### src/rtl/fir_pkg.sv
// rtl/fir_pkg.sv - shared Q2.13 constants, sequencer state enum and saturation helper
//
// Purpose : common definitions for the FIR MAC sequencer and its delay line.
// Contents: FRAC/ONE/MAX/MIN Q2.13 constants, fir_state_t, saturate().
package fir_pkg;

  localparam int          FRAC = 13;
  localparam logic [15:0] ONE  = 16'h2000;
  localparam logic [15:0] MAX  = 16'h7FFF;
  localparam logic [15:0] MIN  = 16'h8000;

  typedef enum logic [1:0] {
    IDLE  = 2'd0,
    MAC   = 2'd1,
    DRAIN = 2'd2,
    OUT   = 2'd3
  } fir_state_t;

  // Clamp a wide signed accumulator value into the 16-bit Q2.13 range.
  // The input is fixed at 64 bits so any ACCW can be sign-extended into it.
  function automatic logic [15:0] saturate(input logic signed [63:0] v);
    if (v > 64'sd32767)
      return MAX;
    else if (v < -64'sd32768)
      return MIN;
    else
      return v[15:0];
  endfunction

endpackage

### src/rtl/fir_delay_line.sv
// rtl/fir_delay_line.sv - circular Q2.13 sample buffer addressed by tap offset
//
// Purpose: holds the last TAPS input samples. The write port stores at
//          wr_ptr; the read port returns the sample written 'offset'
//          samples before the one at wr_ptr (offset 0 = newest).
// Ports  : clk, rst_n (async active-low)
//          we, wdata   - write strobe / sample written at wr_ptr
//          adv         - advance wr_ptr by one (wraps at TAPS)
//          offset      - tap offset k for the read port
//          rdata       - buf[(wr_ptr - k) mod TAPS], combinational
module fir_delay_line #(
  parameter  int TAPS = 16,
  localparam int AW   = $clog2(TAPS)
) (
  input  logic          clk,
  input  logic          rst_n,
  input  logic          we,
  input  logic [15:0]   wdata,
  input  logic          adv,
  input  logic [AW-1:0] offset,
  output logic [15:0]   rdata
);

  logic [15:0]   mem [TAPS];
  logic [AW-1:0] wr_ptr;
  logic [AW-1:0] rd_addr;

  always_ff @(posedge clk or negedge rst_n) begin
    if (!rst_n) begin
      wr_ptr <= '0;
      for (int i = 0; i < TAPS; i++) mem[i] <= '0;
    end else begin
      if (we)  mem[wr_ptr] <= wdata;
      if (adv) wr_ptr      <= wr_ptr + 1'b1;
    end
  end

  // TAPS is a power of two, so the modulo is the natural AW-bit wrap.
  assign rd_addr = wr_ptr - offset;
  assign rdata   = mem[rd_addr];

endmodule

### src/rtl/fir_mac_seq.sv
// rtl/fir_mac_seq.sv - time-multiplexed FIR sequencer driving a shared Q2.13 multiplier
//
// Purpose: accepts one Q2.13 sample, walks all TAPS coefficients through the
//          external combinational multiplier (one pair per cycle), accumulates
//          the products and presents one filtered sample per input sample.
// Build  : define FIR_SAT_EN to clamp the output to the 16-bit range;
//          otherwise the output is acc[15:0] (wrap-around on overflow).
// Ports  : clk, rst_n (async active-low)
//          in_valid/in_ready/in_sample       - input sample handshake
//          coef_we/coef_addr/coef_data       - coefficient write (IDLE only)
//          mul_a/mul_b -> mul_p              - shared multiplier (sample, coef, product)
//          out_valid/out_ready/out_sample    - filtered sample handshake
//          busy                              - high outside IDLE
module fir_mac_seq
  import fir_pkg::*;
#(
  parameter  int TAPS = 16,
  parameter  int ACCW = 24,
  localparam int AW   = $clog2(TAPS)
) (
  input  logic          clk,
  input  logic          rst_n,
  input  logic          in_valid,
  output logic          in_ready,
  input  logic [15:0]   in_sample,
  input  logic          coef_we,
  input  logic [AW-1:0] coef_addr,
  input  logic [15:0]   coef_data,
  output logic [15:0]   mul_a,
  output logic [15:0]   mul_b,
  input  logic [15:0]   mul_p,
  output logic          out_valid,
  input  logic          out_ready,
  output logic [15:0]   out_sample,
  output logic          busy
);

  fir_state_t             state;
  fir_state_t             state_nx;
  logic [AW-1:0]          k;
  logic signed [15:0]     prod_r;
  logic signed [ACCW-1:0] acc;
  logic [15:0]            coef [TAPS];
  logic [15:0]            tap_sample;
  logic [15:0]            result;
  logic                   rst_done;
  logic                   accept;

  // Keeps in_ready low while reset is asserted and for the first edge after.
  assign accept = in_valid & in_ready;

  fir_delay_line #(.TAPS(TAPS)) u_delay_line (
    .clk    (clk),
    .rst_n  (rst_n),
    .we     (accept),
    .wdata  (in_sample),
    .adv    (state == DRAIN),
    .offset (k),
    .rdata  (tap_sample)
  );

  // State register
  always_ff @(posedge clk or negedge rst_n) begin
    if (!rst_n) state <= IDLE;
    else        state <= state_nx;
  end

  // Next-state logic
  always_comb begin
    state_nx = state;
    case (state)
      IDLE:    if (accept) state_nx = MAC;
      MAC:     if (k == AW'(TAPS - 1)) state_nx = DRAIN;
      DRAIN:   state_nx = OUT;
      OUT:     if (out_ready) state_nx = IDLE;
      default: state_nx = IDLE;
    endcase
  end

  // Output logic
  always_comb begin
    in_ready   = (state == IDLE) && rst_done;
    busy       = (state != IDLE);
    out_valid  = (state == OUT);
    out_sample = '0;
    mul_a      = '0;
    mul_b      = '0;
    if (state == MAC) begin
      mul_a = tap_sample;
      mul_b = coef[k];
    end
    if (state == OUT) out_sample = result;
  end

  // Datapath: the product of cycle k is registered and added one cycle later,
  // so the first MAC cycle adds nothing and DRAIN adds the final product.
  always_ff @(posedge clk or negedge rst_n) begin
    if (!rst_n) begin
      rst_done <= 1'b0;
      k        <= '0;
      prod_r   <= '0;
      acc      <= '0;
    end else begin
      rst_done <= 1'b1;
      case (state)
        IDLE: if (accept) begin
          acc <= '0;
          k   <= '0;
        end
        MAC: begin
          prod_r <= mul_p;
          k      <= k + 1'b1;
          if (k != '0) acc <= acc + ACCW'(prod_r);
        end
        DRAIN:   acc <= acc + ACCW'(prod_r);
        default: ;
      endcase
    end
  end

  // Coefficient register file; writes outside IDLE are dropped.
  always_ff @(posedge clk or negedge rst_n) begin
    if (!rst_n) begin
      for (int i = 0; i < TAPS; i++) coef[i] <= '0;
    end else if (state == IDLE && coef_we) begin
      coef[coef_addr] <= coef_data;
    end
  end

`ifdef FIR_SAT_EN
  assign result = saturate({{(64 - ACCW){acc[ACCW-1]}}, acc});
`else
  logic unused_acc_hi;
  assign result        = acc[15:0];
  assign unused_acc_hi = ^acc[ACCW-1:16];
`endif

endmodule
### config.mk
export PLATFORM = sky130hd
export DESIGN_NAME = fir_mac_seq
export DESIGN_NICKNAME = d
export VERILOG_FILES = /design/src/rtl/fir_pkg.sv /design/src/rtl/fir_delay_line.sv /design/src/rtl/fir_mac_seq.sv
export SDC_FILE = /design/constraint.sdc
export NUM_CORES = 1
export LEC_CHECK = 0
export CAP_MARGIN = 20
export CORE_ASPECT_RATIO = 0.75
export CORE_UTILIZATION = 55
export DETAILED_ROUTE_END_ITERATION = 7
export PLACE_DENSITY = 0.87
export RECOVER_POWER = 50
export SYNTH_ARGS = -nofsm -noshare
export SYNTH_HDL_FRONTEND = slang
export SYNTH_SLANG_ARGS = --single-unit
### constraint.sdc
create_clock -name clk -period 3.3 [get_ports clk]
set_input_delay 0.66 -clock clk [delete_from_list [all_inputs] [get_ports clk]]
set_output_delay 0.66 -clock clk [all_outputs]
set_load 0.01 [all_outputs]
# Word-level counts from Yosys, hierarchy flattened
# Cells that the tools add are included.
dict set report classes {
  add_sub_neg 4
  magnitude_cmp 6
  bitwise_logic 5
  n_reduce_logical 12
  n_eq_ne 8
  mux 24
}
# cell n
set op_table {}
lappend op_table {{$bwmux 256} 2}
lappend op_table {{$mux 16} 9}
lappend op_table {{$bmux 16 s4} 2}
lappend op_table {{$demux 16 s4} 2}
lappend op_table {{$pmux 24 s3} 1}
lappend op_table {{$mux 24} 2}
lappend op_table {{$add 24x16->24} 1}
lappend op_table {{$ge 5x5->1 const B} 4}
lappend op_table {{$not 4->5} 4}
lappend op_table {{$lt 5x1->1 const B} 2}
lappend op_table {{$add 4x1->4 const B} 2}
lappend op_table {{$pmux 2 s4} 1}
lappend op_table {{$pmux 4 s2} 1}
lappend op_table {{$mux 2} 3}
lappend op_table {{$reduce_and 3->1} 2}
lappend op_table {{$eq 2x2->1 const B} 2}
lappend op_table {{$eq 4x4->1 const B} 1}
lappend op_table {{$logic_and 1x1->1} 4}
lappend op_table {{$mux 4} 1}
lappend op_table {{$ne 2x1->1 const B} 2}
lappend op_table {{$ne 2x2->1 const B} 2}
lappend op_table {{$reduce_bool 2->1} 2}
lappend op_table {{$reduce_bool 4->1} 1}
lappend op_table {{$sub 4x4->4} 1}
lappend op_table {{other kinds (5)} 5}
dict set report word_totals {
  word_cells 97
  input_bits 57
  regBits 563
}

# Logic depth before layout (Yosys ltp)
# Gate-level depths: netlist of the first run.
dict set report depth {
  depth_word 6
  mapped_depth 11
  depth_no_buf 10
}

# Hierarchy
# Synthesis of the first run repeated with hierarchy kept, for this count alone.
dict set report hier_totals {
  hier_cells 1763
  hier_area_um2 26620.5
}
# module cells_per_inst area_per_inst_um2 n_inst seq_area_each_um2
set modules_own_cells {}
lappend modules_own_cells {fir_mac_seq 967 14217.4 1 7382.1}
lappend modules_own_cells {fir_delay_line 796 12403.1 1 6506.2}

# Worst setup path before layout of the first run
# OpenSTA, ideal clock, no wires.
dict set report synth_path {
  path_type {flip-flop to output port}
  from {register k[1]}
  to {output port mul_a[3]}
  required_ns 2.640
  arrival_time_ns 2.974
  stages_incl_launch_ff 11
  path_slack_ns -0.334
  cell_sequence {dfrtp_1 buf_2 buf_1 inv_1 fa_1 clkbuf_1 clkbuf_1 mux4_2 mux2i_1 nand2_1 and3_1}
}
dict set report synth_via {
  elab_chain_len 6
}
# element line_no
set synth_rtl {}
lappend synth_rtl {{start, declared} fir_mac_seq.sv:40} ;# logic [AW-1:0] k;
lappend synth_rtl {{start signal, assigned} fir_mac_seq.sv:112} ;# k <= k + 1'b1;
lappend synth_rtl {{$sub 4x4->4} fir_delay_line.sv:39} ;# assign rd_addr = wr_ptr - offset;
lappend synth_rtl {{$not 4->5 (not written as such)} fir_delay_line.sv:40} ;# assign rdata = mem[rd_addr];
lappend synth_rtl {{$bmux 16 s4} fir_delay_line.sv:40}
lappend synth_rtl {{$mux 16 (not written as such) (2 in a row)} fir_delay_line.sv:40}
lappend synth_rtl {{$mux 16} fir_mac_seq.sv:88} ;# if (state == MAC) begin
lappend synth_rtl {{end, declared} fir_mac_seq.sv:29} ;# output logic [15:0] mul_a,
# No other way between the ends. The select of a mux whose other input is x is not followed.

# Final worst setup path of the first run
dict set report layout_path {
  from {register u_delay_line.wr_ptr[0]}
  to {output port mul_a[13]}
}
dict set report layout_via {
  elab_chain_len 6
}
# element line_no
set layout_rtl {}
lappend layout_rtl {{start, declared} fir_delay_line.sv:25} ;# logic [AW-1:0] wr_ptr;
lappend layout_rtl {{start signal, assigned} fir_delay_line.sv:34} ;# if (adv) wr_ptr <= wr_ptr + 1'b1;
lappend layout_rtl {{$sub 4x4->4} fir_delay_line.sv:39}
lappend layout_rtl {{$not 4->5 (not written as such)} fir_delay_line.sv:40}
lappend layout_rtl {{$bmux 16 s4} fir_delay_line.sv:40}
lappend layout_rtl {{$mux 16 (not written as such) (2 in a row)} fir_delay_line.sv:40}
lappend layout_rtl {{$mux 16} fir_mac_seq.sv:88}
# No other way between the ends. The select of a mux whose other input is x is not followed.

==> results.sh, run 1 <==
export IMPL_clk_pin_slew_ns=0.06
export IMPL_drive_above_1_share_pct=50.34
export IMPL_cts_buffers=54
export IMPL_whs_endpoint="coef[230]"
export IMPL_holdWs_ns=0.4920
export IMPL_first_pass_iters=5
export IMPL_area_growth_pct=19.77
export IMPL_fp_dieW_um=253.0
export IMPL_internal_power_mw=21.90
export IMPL_crit_fanout=6
export IMPL_yosysWarnings=0
export IMPL_setup_violations=32
export IMPL_syn_num_nets=1796
export IMPL_cts_root_buf="clkbuf_16"
export IMPL_clkLatencyLatePin_ns=0.63
export IMPL_grt_use_total_pct=28.15
export IMPL_yosysSeqAreaShare_pct=53.44
export IMPL_layout_common_cells="dfrtp_1, mux2_2, mux4_2"
export IMPL_antenna_found_initial=4
export IMPL_grt_overflow_total=0
export IMPL_nets=1974
export IMPL_clock_path_buffers=3
export IMPL_setup_ws_ns=-0.5371
export IMPL_die_y_um=190.3
export IMPL_hpwlAfterDp_um=39880
export IMPL_power_share_switching_pct=32.58
export IMPL_rsz0062_at_grt="true"
export IMPL_hold_viol_final=0
export IMPL_worst_pin_slew_ns=1.676
export IMPL_hp_class="register to register"
export IMPL_seqCellArea_mm2=0.01389
export IMPL_die_area_mm2=0.04813
export IMPL_reg2reg_depth=9
export IMPL_max_freq_mhz=260.6
export IMPL_drv_cap=2
export IMPL_wl_per_cell_um=25.99
export IMPL_final_antenna_net_count=0
export IMPL_min_path_cells=1
export IMPL_crit_chain="inv_2 -> ha_4 -> inv_4 -> fa_2 -> buf_12 -> bufbuf_16 -> mux4_2 -> mux2i_2 -> nand2_1 -> and3_4 -> buf_6"
export IMPL_grt_pass1_wl_um=101900
export IMPL_synthesis_area_mm2=0.02599
export IMPL_finalPower_mw=32.49
export IMPL_peakVddDrop_mv=0.6927
export IMPL_fillers=3020
export IMPL_multi_input_area_mm2=0.01164
export IMPL_ys_types=57
export IMPL_min_period_over_period_pct=116.3
export IMPL_rr_endpoint="acc[15]"
export IMPL_h_tree_depth=2
export IMPL_core_mm2=0.04628
export IMPL_synthCells=1708
export IMPL_critPathTopFamily="adder cells"
export IMPL_status="finished with violations"
export IMPL_violations="max-capacitance violations, max-slew violations, negative setup slack"
export IMPL_clkSinkCount=555
export IMPL_layout_commonest_cell="dfrtp_1"
export IMPL_reg2reg_slack_ns=0.01
export IMPL_skew_ns=0.02487
export IMPL_wl_um=66620
export IMPL_grt_max_degree=89
export IMPL_r2r_start="state[1]"
export IMPL_first_iter_violations=1333
export IMPL_synthFlopType="dfrtp_1"
export IMPL_crit_buf_inv=5
export IMPL_stdcell_count=2563
export IMPL_relSlewSlack_pct=-11.75
export IMPL_clkPwrFrac_pct=21.4
export IMPL_switching_power_mw=10.59
export IMPL_portBuffers=107
export IMPL_required_ns=2.64
export IMPL_end_kind="primary output"
export IMPL_combPwrFrac_pct=44.5
export IMPL_period_minus_slack_ns=3.837
export IMPL_cts_tree="yes"
export IMPL_num_vias=15918
export IMPL_io_pins=108
export IMPL_slowest_stage="fa_2"
export IMPL_crit_path_max_incr_delay_ns=0.56
export IMPL_vias_per_cell=6.211
export IMPL_syn_avg_cell_area_um2=15.22
export IMPL_num_rows=68
export IMPL_seqPwrFrac_pct=34.1
export IMPL_start_util_pct=56.15
export IMPL_grt_pass1_vias=16993
export IMPL_dp_worst_setup_slack_ns=-0.2268
export IMPL_p_per_area_mw_per_mm2=1044
export IMPL_cp_arrival_ns=3.18
export IMPL_worstHoldStart="coef[230]"
export IMPL_start_kind="register"
export IMPL_final_max_slew_viol_count=87
export IMPL_synthArstFlopShare_pct=100.0
export IMPL_path_class="register to primary output"
export IMPL_drc=0
export IMPL_power_leakage_nw=14.51
export IMPL_post_route_util_pct=67.25
export IMPL_postSynthRegisterBits=555
export IMPL_dpl_cell_count=2421
export IMPL_synth_edf_count=0
export IMPL_gp_congestion=0.8244
## metal layers
metal	GRT usage (%)	vias up	wire length (um)
met4	11.42	4	2059
met5	0	-	22
met1	38.68	8598	28410
li1	-	6648	-
met3	5.938	137	4193
met2	44.11	531	31940
## cells in the mapped netlist (all sizes together) (19+ instances only)
library cell / count / share of area (%)
dfrtp: 555 / 53
mux2: 526 / 23
mux4: 144 / 12
nand2: 77 / 1.1
clkbuf: 70 / 1.0
buf: 57 / 1.2
and2: 41 / 0.99
mux2i: 32 / 1.2
ha: 29 / 1.4
o21ai: 22 / 0.42
inv: 19 / 0.27
## flip-flops by register name, summed over array words and instances, names as in the netlist
signal / flops
coef: 256
u_delay_line.mem: 256
acc: 16
prod_r: 16
k: 4
u_delay_line.wr_ptr: 4
state: 2
rst_done: 1
## power groups by stage
stage               sequential (mW)  clock, mW  combinational [mW]
finish                         11.1       6.95                14.5
global route                   11.3       7.31                15.3
CTS                            11.0       7.03                14.1
detailed placement             11.0          0                12.5
global placement               10.8          0                12.1
floorplan                      10.5          0                8.63
## how the worst max path moves through the flow
stage | start | to | cells after the start
after floorplan | k[1] | mul_a[3] | 10
after global placement | u_delay_line.wr_ptr[0] | mul_a[1] | 11
after detailed placement | u_delay_line.wr_ptr[0] | mul_a[4] | 11
after CTS | k[0] | mul_a[14] | 12
after global routing | k[0] | mul_a[14] | 12
final | u_delay_line.wr_ptr[0] | mul_a[13] | 11
## cell families after synthesis
group / after synthesis / synth area share (%)
AO/OA/AOI/OAI: 71 / 1.830
XOR/XNOR: 17 / 0.5729
adder cells (fa/ha/maj): 31 / 1.550
buffers and inverters: 147 / 2.518
flip-flops: 555 / 53.44
multiplexers: 702 / 36.50
other: 1 / 0.01443
AND/OR/NAND/NOR: 184 / 3.572
## metrics by stage
| step | setup TNS (ns) | instance area [um2] |
|---|---|---|
| 6_report | -13.32 | 31130 |
| 5_1_grt | -21.30 | 31130 |
| 4_1_cts | -10.82 | 31010 |
| 3_5_place_dp | -2.279 | 28370 |
| 3_3_place_gp | -1.751 | 28370 |
| 2_1_floorplan | 0 | 26000 |
## timing repair
item,4_1_cts,5_1_grt
gates cloned,9,5
buffers inserted,16,12
hold endpoints to repair,18,0
gates resized for setup,211,18
hold buffers,1,0
setup endpoints to repair,32,32
pin swaps,20,16
## final cells by class
type                    count  share of cell area, %
clock buffers              75                  5.109
well taps                 630                  2.532
flip-flops and latches    555                  44.63
inverters                  20                 0.2492
diodes                      2                0.01608
clock inverters            26                  1.411
multi-input cells        1006                  37.39
repair buffers            249                  8.658
Note: power is estimated with default switching activity, not from simulation.
==> inputs of run 2 (changes only) <==
--- a/config.mk
+++ b/config.mk
@@ -7,6 +7,7 @@
 export LEC_CHECK = 0
 export CAP_MARGIN = 20
 export CORE_ASPECT_RATIO = 0.75
+export CORE_MARGIN = 5
 export CORE_UTILIZATION = 55
 export DETAILED_ROUTE_END_ITERATION = 7
 export PLACE_DENSITY = 0.87
==> run 2 against run 1 <==
The flow still finishes with violations (max-capacitance violations, max-slew violations, negative setup slack). Clock skew up 0.0017 ns. Combinational power shrank 5%. Worst setup slack improved by 0.041 ns. Global-route usage shrank 1.7 points. Power is 4.4% lower. Non-clock buffer count is 4 lower. Via count grew 1.1%. Final cell count is 0.23% lower. Sequential power about the same. Die area rose by 7.5%. First-iteration DRC count is 5.9% higher. Count of clock-buffer cells in the layout grew 3.
==> results.sh, run 2 (synthesis results as in run 1) <==
export IMPL_hp_class="register to register"
export IMPL_clkLatencyLatePin_ns=0.60
export IMPL_layout_commonest_cell="dfrtp_1"
export IMPL_antenna_found_initial=1
export IMPL_clkSinkCount=555
export IMPL_required_ns=2.64
export IMPL_h_tree_depth=2
export IMPL_fp_dieW_um=261.0
export IMPL_crit_buf_inv=5
export IMPL_drc=0
export IMPL_vias_per_cell=6.292
export IMPL_first_pass_iters=5
export IMPL_setup_violations=32
export IMPL_violations="max-capacitance violations, max-slew violations, negative setup slack"
export IMPL_wl_um=67030
export IMPL_grt_use_total_pct=26.45
export IMPL_rsz0062_at_grt="true"
export IMPL_relSlewSlack_pct=-55.25
export IMPL_grt_pass1_wl_um=105400
export IMPL_path_class="register to primary output"
export IMPL_peakVddDrop_mv=0.7185
export IMPL_grt_overflow_total=0
export IMPL_hpwlAfterDp_um=40310
export IMPL_cts_root_buf="clkbuf_16"
export IMPL_p_per_area_mw_per_mm2=1011
export IMPL_finish_instance_area_mm2=0.03071
export IMPL_num_vias=16088
export IMPL_gp_congestion=0.8483
export IMPL_top_regs="coef: 256 flops, u_delay_line.mem: 256 flops"
export IMPL_wl_per_cell_um=26.21
export IMPL_final_antenna_net_count=0
export IMPL_slowest_stage="dfrtp_4"
export IMPL_power_leakage_nw=14.33
export IMPL_nets=1968
export IMPL_period_minus_slack_ns=3.796
export IMPL_core_mm2=0.04705
export IMPL_grt_pass1_vias=17694
export IMPL_dpl_instance_area_mm2=0.02833
export IMPL_drive_above_1_share_pct=49.92
export IMPL_min_period_over_period_pct=115.0
export IMPL_crit_chain="ha_4 -> inv_4 -> fa_2 -> buf_12 -> buf_12 -> buf_6 -> mux4_2 -> mux2i_2 -> nand2_1 -> and3_4 -> buf_6"
export IMPL_die_area_mm2=0.05174
export IMPL_status="finished with violations"
export IMPL_layout_common_cells="dfrtp_1, mux2_2, mux4_2"
export IMPL_first_iter_violations=1412
export IMPL_final_max_slew_viol_count=89
export IMPL_start_kind="register"
export IMPL_clock_path_buffers=3
export IMPL_start_util_pct=55.23
export IMPL_cts_buffers=52
export IMPL_end_kind="primary output"
export IMPL_fillers=3045
export IMPL_area_growth_pct=18.16
export IMPL_drv_cap=1
export IMPL_skew_ns=0.02662
export IMPL_num_rows=69
export IMPL_dp_worst_setup_slack_ns=-0.2422
export IMPL_cp_arrival_ns=3.14
export IMPL_hold_viol_final=0
export IMPL_worst_pin_slew_ns=2.329
export IMPL_io_pins=108
export IMPL_grt_max_degree=89
export IMPL_die_y_um=198.3
export IMPL_clk_pin_slew_ns=0.06
export IMPL_setup_ws_ns=-0.4964
export IMPL_finalPower_mw=31.05
export IMPL_crit_fanout=6
export IMPL_portBuffers=107
export IMPL_max_freq_mhz=263.4
export IMPL_cts_tree="yes"
export IMPL_critPathTopFamily="adder cells"
export IMPL_holdWs_ns=0.4971
export IMPL_crit_path_max_incr_delay_ns=0.51
-- run 2: changes by cell type in the layout (fill, tap and decap cells not counted), moves of 3 or more --
cell	change
clkbuf_2	+4
buf_6	+6
clkbuf_16	-3
buf_2	+4
buf_4	-9
buf_8	+3
clkinvlp_4	-3
bufinv_16	-8
-- run 2: path summary, 6_finish.rpt --
path	startpoint	to	slack (ns)	depth (start not counted)
min	coef[247]	coef[247]	0.50	1
max reg2reg	state[1]	coef[230]	0.34	8
min in group asynchronous	rst_n	coef[233]	0.74	1
max in group asynchronous	rst_n	coef[1]	0.51	2
min reg2reg	coef[247]	coef[247]	0.50	1
max	k[0]	mul_a[3]	-0.50	11
-- run 2: worst reg2reg max path: stages (launching register included) --
cell	delay, ns
dfrtp_1	0.41
inv_1	0.13
ha_1	0.49
nand2_1	0.23
nor2_1	0.17
nand2_1	0.17
or3_1	0.57
buf_4	0.31
mux2_1	0.35
-- run 2: layer usage --
metal  track usage (%)  part of all wire, %  up-vias
met4             9.105                  3.4        0
li1                  -                    -     6645
met1             37.26                   41     8578
met3             5.750                  7.9      161
met5                 0                    0        -
met2             41.60                   47      704
-- run 2: area by class of cell --
type                    count  area, um2  area share [%]
inverters                  20      77.57          0.2526
multi-input cells        1006      11640           37.92
clock buffers              78       1612           5.248
clock inverters            13      128.9          0.4197
repair buffers            245       2552           8.312
flip-flops and latches    555      13890           45.24
well taps                 639      799.5           2.603
diodes                      1      2.502        0.008149
-- run 2: per-stage QoR --
stage	TNS [ns]	utilization (%)	instances
floorplan	0	-	1708
global placement	-2.237	60.21	2424
detailed placement	-2.804	60.21	2424
CTS	-10.71	65.46	2555
global route	-10.96	65.27	2557
finish	-8.875	65.27	2557
-- run 2: what timing repair did --
item                                    in CTS  in global routing
hold buffers                                 0                  0
setup buffers                               33                  5
pin swaps                                   29                  9
hold endpoints to repair                     0                  0
resized for setup                          224                 30
gates cloned                                 9                  1
endpoints found under the setup margin      32                 32
-- run 2: power by group --
group	switching, mW	internal, mW
registers	1.56	9.51
clock network	2.62	3.51
logic	6.14	7.71
total	10.3	20.7
==> inputs of run 3 (changes only) <==
--- a/config.mk
+++ b/config.mk
@@ -6,11 +6,13 @@
 export NUM_CORES = 1
 export LEC_CHECK = 0
 export CAP_MARGIN = 20
+export CELL_PAD_IN_SITES_DETAIL_PLACEMENT = 0
+export CELL_PAD_IN_SITES_GLOBAL_PLACEMENT = 2
 export CORE_ASPECT_RATIO = 0.75
 export CORE_MARGIN = 5
-export CORE_UTILIZATION = 55
+export CORE_UTILIZATION = 41
 export DETAILED_ROUTE_END_ITERATION = 7
-export PLACE_DENSITY = 0.87
+export PLACE_DENSITY = 0.88
 export RECOVER_POWER = 50
 export SYNTH_ARGS = -nofsm -noshare
 export SYNTH_HDL_FRONTEND = slang
==> run 3 against run 2 <==
Wire length is 4.8% lower. Clock skew rose by 0.0088 ns. Fmax rose by 1.8%. Sequential share of layout area fell by 0.86 points. Global-route usage is 7.8 points lower. Worst setup slack better by 0.066 ns. Largest power group unchanged. Critical path type unchanged. Critical path depth decreased by 1. Highest routed layer is now met5. Clock power is 5.5% higher. Design area up 1.9%. The flow finishes with violations (negative setup slack). Final cell count grew 8.6%.
==> results.sh, run 3 (synthesis results as in run 1) <==
export IMPL_status="finished with violations"
export IMPL_violations="negative setup slack"
export IMPL_grt_pass1_vias=16498
export IMPL_power_leakage_nw=14.47
export IMPL_crit_fanout=9
export IMPL_drive_above_1_share_pct=49.59
export IMPL_cts_root_buf="clkbuf_16"
export IMPL_wl_per_cell_um=22.98
export IMPL_vias_per_cell=5.490
export IMPL_stdcell_count=2778
export IMPL_dpl_cell_count=2637
export IMPL_hp_class="register to register"
export IMPL_h_tree_depth=2
export IMPL_clkSinkCount=555
export IMPL_end_kind="primary output"
export IMPL_first_iter_violations=868
export IMPL_period_minus_slack_ns=3.730
export IMPL_first_pass_iters=4
export IMPL_gr_usage_met1_pct=27.67
export IMPL_dpl_instance_area_mm2=0.02864
export IMPL_holdWs_ns=0.4910
export IMPL_grt_use_total_pct=18.69
export IMPL_num_vias=15252
export IMPL_num_rows=79
export IMPL_portBuffers=107
export IMPL_busiest_layer="met2"
export IMPL_top_regs="coef: 256 flops, u_delay_line.mem: 256 flops"
export IMPL_cts_buffers=55
export IMPL_reg2reg_depth=5
export IMPL_clk_pin_slew_ns=0.06
export IMPL_skew_ns=0.03545
export IMPL_wl_um=63830
export IMPL_area_growth_pct=20.45
export IMPL_required_ns=2.64
export IMPL_die_area_mm2=0.06857
export IMPL_met2_usage_pct=29.31
export IMPL_die_y_um=228.0
export IMPL_start_util_pct=41.67
export IMPL_rsz0062_at_grt="true"
export IMPL_cts_tree="yes"
export IMPL_antennaDiodeCount=0
export IMPL_worst_pin_slew_ns=1.326
export IMPL_final_antenna_net_count=0
export IMPL_finish_instance_area_mm2=0.03130
export IMPL_drc=0
export IMPL_hold_viol_final=0
export IMPL_min_period_over_period_pct=113.0
export IMPL_max_freq_mhz=268.1
export IMPL_setup_violations=32
export IMPL_core_mm2=0.06237
export IMPL_hpwlAfterDp_um=39900
export IMPL_grt_overflow_total=0
export IMPL_layout_common_cells="dfrtp_1, mux2_2, mux4_2"
export IMPL_clock_path_buffers=3
export IMPL_peakVddDrop_mv=0.5322
export IMPL_gp_congestion=0.7651
export IMPL_drv_cap=0
export IMPL_min_path_cells=1
export IMPL_final_max_slew_viol_count=0
export IMPL_start_kind="register"
export IMPL_io_pins=108
export IMPL_cp_arrival_ns=3.07
export IMPL_path_class="register to primary output"
export IMPL_p_per_area_mw_per_mm2=996.5
export IMPL_nets=1974
export IMPL_fp_dieW_um=300.7
export IMPL_layout_commonest_cell="dfrtp_1"
export IMPL_relSlewSlack_pct=11.58
export IMPL_antenna_found_initial=3
export IMPL_clkLatencyLatePin_ns=0.62
export IMPL_setup_ws_ns=-0.4303
export IMPL_grt_pass1_wl_um=100900
export IMPL_grt_util_met3_pct=3.675
export IMPL_grt_max_degree=146
## run 3: power breakdown
part	internal, mW	total [mW]	switching (mW)
registers	9.51	10.9	1.40
logic	7.87	13.8	5.94
clock network	3.75	6.47	2.72
total	21.1	31.2	10.1
## run 3: layout make-up
type | instances | area, um2
clock buffer | 87 | 1688
clock inverter | 12 | 191.4
fill | 5169 | 31070
inverter | 20 | 75.07
multi-input combinational | 1006 | 11630
sequential | 555 | 13890
tap | 850 | 1064
timing repair buffer | 248 | 2764
## run 3: repair_timing
item                                    in CTS  in global routing
pin swaps                                   15                  3
endpoints found under the setup margin      32                 32
gates cloned                                11                  0
buffers inserted                            32                  2
hold buffers                                 1                  0
hold endpoints to repair                    44                  0
resized for setup                          221                  9
## run 3: worst paths after layout
path                            startpoint                     to  slack (ns)
worst min register to register   coef[249]              coef[249]        0.49
worst min-delay path             coef[249]              coef[249]        0.49
worst max register to register    state[1]              prod_r[7]        0.41
min in group asynchronous            rst_n              coef[113]        0.92
worst max-delay path                  k[0]               mul_a[6]       -0.43
max in group asynchronous            rst_n  u_delay_line.mem[127]        0.46
## run 3: stage by stage
step,util [%],power [mW],TNS [ns],worst slack [ns]
global placement,45.91,22.99,-2.431,-0.2134
floorplan,-,19.10,0,0.08368
CTS,50.35,31.58,-11.66,-0.4963
global route,50.19,32.99,-13.70,-0.5255
detailed placement,45.91,23.45,-2.572,-0.2282
finish,50.19,31.19,-9.935,-0.4303
## run 3: critical path: stages (launching register included)
cell and delay, ns:
dfrtp_4 0.44, ha_4 0.13, inv_2 0.04, fa_2 0.59, buf_12 0.17, buf_12 0.14
mux4_2 0.30, mux2i_2 0.24, nand2_1 0.09, and3_4 0.18, buf_6 0.11
## run 3: per-layer routing
| metal | part of all wire [%] | wire (um) |
|---|---|---|
| met2 | 46 | 29490 |
| met1 | 48 | 30370 |
| met3 | 4.8 | 3043 |
| met4 | 1.4 | 882 |
| met5 | 0.067 | 43 |
